File: src/rtl/tff_counter_pkg.sv
// Shared definitions for the toggle-flip-flop mode counter: mode encodings
// and the per-mode terminal-state helper.
package tff_counter_pkg;

    typedef enum logic [1:0] {
        MODE_UP      = 2'b00,
        MODE_DOWN    = 2'b01,
        MODE_JOHNSON = 2'b10,
        MODE_RING    = 2'b11
    } mode_e;

    // Terminal value of the sequence for a given mode, zero-extended to 32 bits.
    function automatic logic [31:0] terminal_value(
        input logic [1:0]      mode,
        input int unsigned     width,
        input longint unsigned modulus
    );
        logic [31:0] term;
        case (mode)
            MODE_UP:   term = 32'(modulus - 64'd1);
            MODE_DOWN: term = 32'd0;
            default:   term = 32'd1 << (width - 32'd1);
        endcase
        return term;
    endfunction

endpackage

File: src/rtl/t_ff_bank.sv
// Bank of WIDTH toggle flip-flops updating on the falling clock edge;
// each bit inverts when its toggle input is high.
module t_ff_bank #(
    parameter int WIDTH = 4
) (
    input  logic             clock,
    input  logic             reset,
    input  logic [WIDTH-1:0] t,
    output logic [WIDTH-1:0] q
);

    logic [WIDTH-1:0] q_q;

    // Toggle storage: async clear, otherwise flip the selected bits.
    always_ff @(negedge clock or posedge reset) begin
        if (reset) begin
            q_q <= {WIDTH{1'b0}};
        end else begin
            q_q <= q_q ^ t;
        end
    end

    assign q = q_q;

endmodule

File: src/rtl/tff_mode_counter.sv
// Multi-mode counter (up / down / Johnson / ring) with parallel load,
// terminal-count flag and wrap pulse, built on a toggle flip-flop bank.
module tff_mode_counter
    import tff_counter_pkg::*;
#(
    parameter int              WIDTH   = 4,
    parameter longint unsigned MODULUS = 64'd1 << WIDTH
) (
    input  logic             clock,
    input  logic             reset,
    input  logic             en,
    input  logic             load,
    input  logic [WIDTH-1:0] load_val,
    input  logic [1:0]       mode,
    output logic [WIDTH-1:0] count,
    output logic             tc,
    output logic             wrap
);

    localparam logic [WIDTH-1:0] ZERO   = {WIDTH{1'b0}};
    localparam logic [WIDTH-1:0] ONE    = {{(WIDTH-1){1'b0}}, 1'b1};
    localparam logic [WIDTH:0]   MOD_W  = (WIDTH+1)'(MODULUS);
    localparam logic [WIDTH:0]   MOD_M1 = MOD_W - {{WIDTH{1'b0}}, 1'b1};

    logic [WIDTH-1:0] count_q;
    logic [WIDTH-1:0] next_d;
    logic [WIDTH-1:0] t_d;
    logic [31:0]      term_d;
    logic             tc_d;
    logic             wrap_d;
    logic             wrap_q;

    // Next-state per mode; out-of-range binary values are folded back into range.
    always_comb begin
        next_d = count_q;
        case (mode)
            MODE_UP: begin
                if ({1'b0, count_q} >= MOD_M1) begin
                    next_d = ZERO;
                end else begin
                    next_d = count_q + ONE;
                end
            end
            MODE_DOWN: begin
                if ((count_q == ZERO) || ({1'b0, count_q} >= MOD_W)) begin
                    next_d = MOD_M1[WIDTH-1:0];
                end else begin
                    next_d = count_q - ONE;
                end
            end
            MODE_JOHNSON: begin
                next_d = {count_q[WIDTH-2:0], ~count_q[WIDTH-1]};
            end
            MODE_RING: begin
                if (count_q == ZERO) begin
                    next_d = ONE;
                end else begin
                    next_d = {count_q[WIDTH-2:0], count_q[WIDTH-1]};
                end
            end
            default: begin
                next_d = count_q;
            end
        endcase
    end

    // Toggle vector, terminal-count flag and wrap next-state.
    always_comb begin
        term_d = terminal_value(mode, 32'(WIDTH), MODULUS);
        tc_d   = en & ~load & (32'(count_q) == term_d);
        wrap_d = tc_d;
        if (load) begin
            t_d = count_q ^ load_val;
        end else if (en) begin
            t_d = count_q ^ next_d;
        end else begin
            t_d = ZERO;
        end
    end

    t_ff_bank #(
        .WIDTH (WIDTH)
    ) u_bank (
        .clock (clock),
        .reset (reset),
        .t     (t_d),
        .q     (count_q)
    );

    // Wrap pulse register: high for one period after leaving the terminal state.
    always_ff @(negedge clock or posedge reset) begin
        if (reset) begin
            wrap_q <= 1'b0;
        end else begin
            wrap_q <= wrap_d;
        end
    end

    assign count = count_q;
    assign tc    = tc_d;
    assign wrap  = wrap_q;

endmodule

File: config.mk
export PLATFORM = sky130hd
export DESIGN_NAME = tff_mode_counter
export DESIGN_NICKNAME = d
export VERILOG_FILES = /design/src/rtl/tff_counter_pkg.sv /design/src/rtl/t_ff_bank.sv /design/src/rtl/tff_mode_counter.sv
export SDC_FILE = /design/constraint.sdc
export NUM_CORES = 1
export LEC_CHECK = 0
export ABC_AREA = 0
export BUFFER_PORTS_ARGS = -buffer_cell sky130_fd_sc_hd__buf_2
export CAP_MARGIN = 10
export CORE_AREA = 4 4 41 43
export DETAILED_ROUTE_END_ITERATION = 12
export DIE_AREA = 0 0 45 47
export PLACE_DENSITY_LB_ADDON = 0.1
export SLEW_MARGIN = 20
export SYNTH_ARGS = -nofsm -noshare
export SYNTH_HDL_FRONTEND = slang
export SYNTH_SLANG_ARGS = --single-unit
File: constraint.sdc
create_clock -name clock -period 2.39 [get_ports clock]
set_input_delay 0.478 -clock clock [delete_from_list [all_inputs] [get_ports clock]]
set_output_delay 0.478 -clock clock [all_outputs]
set_load 0.005 [all_outputs]
Word level (Yosys, flattened, before mapping)

Index checks and enable logic that the tools add are counted.
W data, S select, Z words.

$add $sub $neg: 2
Order comparisons: 1
Eq/ne operators: 4
Multiplexer cells: 7
Bitwise logic cells: 7
Reductions and logical operators: 2

Operators by type and width:

| kind                  | number |
|---|---|
| $eq A4 B32 Y1         | 1 |
| $mux W4               | 5 |
| $pmux W4 S4           | 1 |
| $xor A4 B4 Y4         | 3 |
| $pmux W4 S2           | 1 |
| $add A4 B1 Y4 const B | 1 |
| $eq A2 B2 Y1 const B  | 2 |
| $ge A4 B4 Y1 const B  | 1 |
| $logic_not A4 Y1      | 1 |
| $sub A4 B1 Y4 const B | 1 |
| $and A1 B1 Y1         | 2 |
| $eq A2 B1 Y1 const B  | 1 |
| $logic_not A2 Y1      | 1 |
| $not A1 Y1            | 2 |

Bits in registers: 5
Logic and storage cells: 25

Logic depth before layout (Yosys ltp)

Depth after elaboration: 7
Mapped depth: 6

Cells and area by module

Synthesis repeated with hierarchy kept, for this count alone.

Cell total of the unflattened synthesis: 77
Area total of the unflattened synthesis: 595.6 sq um

Modules (own cells, without submodules):

| module           | times used | cells each | area each (sq um) | seq. area each (sq um) |
|---|---|---|---|---|
| tff_mode_counter | 1          | 68         | 456.7             | 25.0 |
| t_ff_bank        | 1          | 9          | 138.9             | 100.1 |

==> results.md <==
- Vias in the first global route: about 570
- Setup Skew: 1.63 ps
- Leak: about 0.43 nW
- CTS max path bufs: 2
- CP Data Arrival Time: 2540 ps
- Die width: approximately 45 um
- Sequential element share of the synthesized area: around a quarter
- GRT overflow: 0
- Logic pwr share: 49.4%
- H-tree level count: 1
- Detailed-route wire length: 1.52 mm
- Number of synthesis warnings: 0
- Vias: about 600
- Wire per inst: about 13 um
- R2R cell count: 8
- Nets: 113
- Rel. slew slack: 86.9%
- CP Data Required Time: approximately 1900 ps
- Status: finished with violations
- Syn_nets: 75
- Max-slew violation total from the final report: 0
- R2R Path End: u_bank.q[3]
- Core Util, Final: approximately 67%
- TritonRoute pass-1 iters: 3
- # clock sinks: 5
- Vias/cell: 5.21
- Core Area: 1300 um2
- Worst-Margin Slew: 194 ps
- Fillers: 112
- Area grow syn2layout: 77.5%
- Clock power frac: 24.4%
- Max Cap Violations: 0
- Largest net degree at the start of global routing: 9
- Final hold vios: 0
- Failing checks: setup timing
- R2R Setup Slk: 440 ps
- Total die area: ~2100 um2
- Hold endpoint: u_bank.q[2]
- Worst hold path class: reg -> reg
- Place WS: -420 ps
- Seq cells post-synth: 5
- Cell variety after synth: 30
- Finish-stage setup viols: 7
- P_sw: between 0.1 and 0.15 mW
- Routability cong.: 0.734
- Antenna Cells: 0
- DRT antenna net count: 0
- Reg power frac: 26.2%
- Worst reg2reg path startpoint: u_bank.q[0]
- HPWL Detailed: ~1.1 mm
- Remaining DRCs: 0
- RSZ-0062 raised after global routing: yes
- Initial drt markers: 21
- TritonCTS clock tree: done
- VDD IR max: 298 uV
- Share of cells above drive strength 1: 54.0%
- IO Pins: 16
- Initial core utilization: a little under two fifths
- Hold_sp: u_bank.q[2]
- All-Layer GR Usage: 16.2%
- CP max FO: 4
- Std cell rows: 13
- Slack of the critical path: -624 ps
- Mapped Cells: 63
- Initial antenna violation count: 0
- Clock Latency Late Sink: 250 ps
- Pwr Total: roughly 0.4 mW
- Power Internal: 0.268 mW
- PD cells: between 400 and 500 nW/um2
- Clock transition at path regs: 30 ps
- Clock root cell: clkbuf_4
- Die Ht: 47 um
- Buffers on Ports: 15
- Wire length of the first global-routing pass: approximately 2.5 mm
- Mapped Avg Cell Area: 7.77 um2
- Hold buffer count at CTS: 0
- Worst Setup Start Kind: register
- Crit path capture type: output port
- Mapped Area: 489 um2
- TritonCTS Buffers: 3
- Worst hold path depth: 3
- CP Class: reg -> out
- Switching Fraction: 32.8%
[state kept, by name, indices dropped and copies added (netlist names)]
signal / count
u_bank.q: 4
wrap: 1
[cells in the mapped netlist]
master	n	share of area, %
o2111a_1	1	2.3
o31ai_1	2	3.1
buf_4	1	1.5
nor2_1	2	1.5
nand2b_1	1	1.3
xnor2_1	1	1.8
inv_1	7	5.4
o221ai_1	3	5.4
mux2i_1	1	2.0
o21a_1	1	1.5
clkbuf_1	2	1.5
ha_1	2	5.1
buf_1	1	0.77
and4bb_2	1	2.6
xor2_1	1	1.8
o32a_1	1	2.0
a21oi_1	3	3.1
nor2b_1	2	2.6
nand2_1	8	6.1
mux2_2	1	2.3
buf_6	1	2.3
dfrtn_1	5	26
o21ai_0	7	7.2
clkbuf_2	1	1.0
nor3_1	1	1.0
a221o_1	1	2.0
o21bai_1	1	1.5
and4b_1	1	2.0
nand3_1	1	1.0
a31oi_1	2	2.6
[area by class of cell]
type                       instances  area [um2]  share of cell area (%)
multi-input combinational         45         362                    41.6
timing repair buffer              39         310                    35.7
sequential                         5         125                    14.4
clock buffer                       4        26.3                    3.03
inverter                           7        26.3                    3.03
tap                               15        18.8                    2.16
[repair_timing]
item | CTS | global route
setup buffers | 4 | 1
resized for setup | 22 | 4
setup endpoints to repair | 10 | 9
pin swaps | 4 | 1
[metal layers]
layer / up-vias / wire length [um] / track usage (%)
met1: 278 / 676 / 19.0
li1: 303 / - / -
met3: 0 / 77 / 4.60
met5: - / 0 / 0
met2: 18 / 761 / 29.4
met4: 0 / 0 / 3.51
[worst max-delay path, cell delays in order, from the launching register on]
cell      delay [ps]
dfrtn_1          490
nand2_2           90
o31ai_2          180
o2111a_1         220
buf_2            110
[power groups by stage]
stage | sequential (mW) | clock (mW) | combinational (mW)
after detailed placement | 0.103 | 0 | 0.148
after floorplan | 0.106 | 0 | 0.0845
after global routing | 0.105 | 0.107 | 0.215
final | 0.104 | 0.0972 | 0.196
after CTS | 0.103 | 0.101 | 0.184
after global placement | 0.103 | 0 | 0.147
[kinds of logic (layout without fill, tap and decap cells)]
group,count (synthesis),in the layout,synth area share [%]
AOI/OAI and AO/OA,22,22,30.7
and+or+nand+nor,17,17,18.2
buffers and inverters,13,50,12.5
DFF,5,5,25.6
adders and majority gates,2,2,5.11
xor gates and xnor gates,2,2,3.58
muxes,2,2,4.35
[cells in the final DEF (no fill, tap or decap), drive strengths merged, types with 2 or more instances in the layout]
master / netlist / routed
o21ai: 7 / 7
ha: 2 / 2
nor2b: 2 / 2
clkbuf: 3 / 4
a31oi: 2 / 2
o221ai: 3 / 3
dfrtn: 5 / 5
inv: 7 / 7
a21oi: 3 / 3
nor2: 2 / 2
nand2: 8 / 8
o31ai: 2 / 2
buf: 3 / 39
[worst max-delay path by stage]
stage / startpoint / to / slack [ps] / cells past startpoint
after floorplan: u_bank.q[0] / tc / -290 / 3
after global placement: u_bank.q[1] / tc / -400 / 4
after detailed placement: u_bank.q[1] / tc / -420 / 4
after CTS: u_bank.q[1] / tc / -630 / 4
after global routing: u_bank.q[1] / tc / -680 / 4
final: u_bank.q[1] / tc / -620 / 4
[per-stage QoR]
stage / hold WS [ps] / std cells / instance area, um2 / TNS [ps]
6_report: 757 / 115 / 868 / -1570
4_1_cts: 757 / 114 / 842 / -1510
3_5_place_dp: 729 / 107 / 702 / -1930
5_1_grt: 793 / 115 / 868 / -1850
3_3_place_gp: 714 / 107 / 702 / -1850
2_1_floorplan: 662 / 63 / 504 / -655
Note: power is estimated with default switching activity, not from simulation.
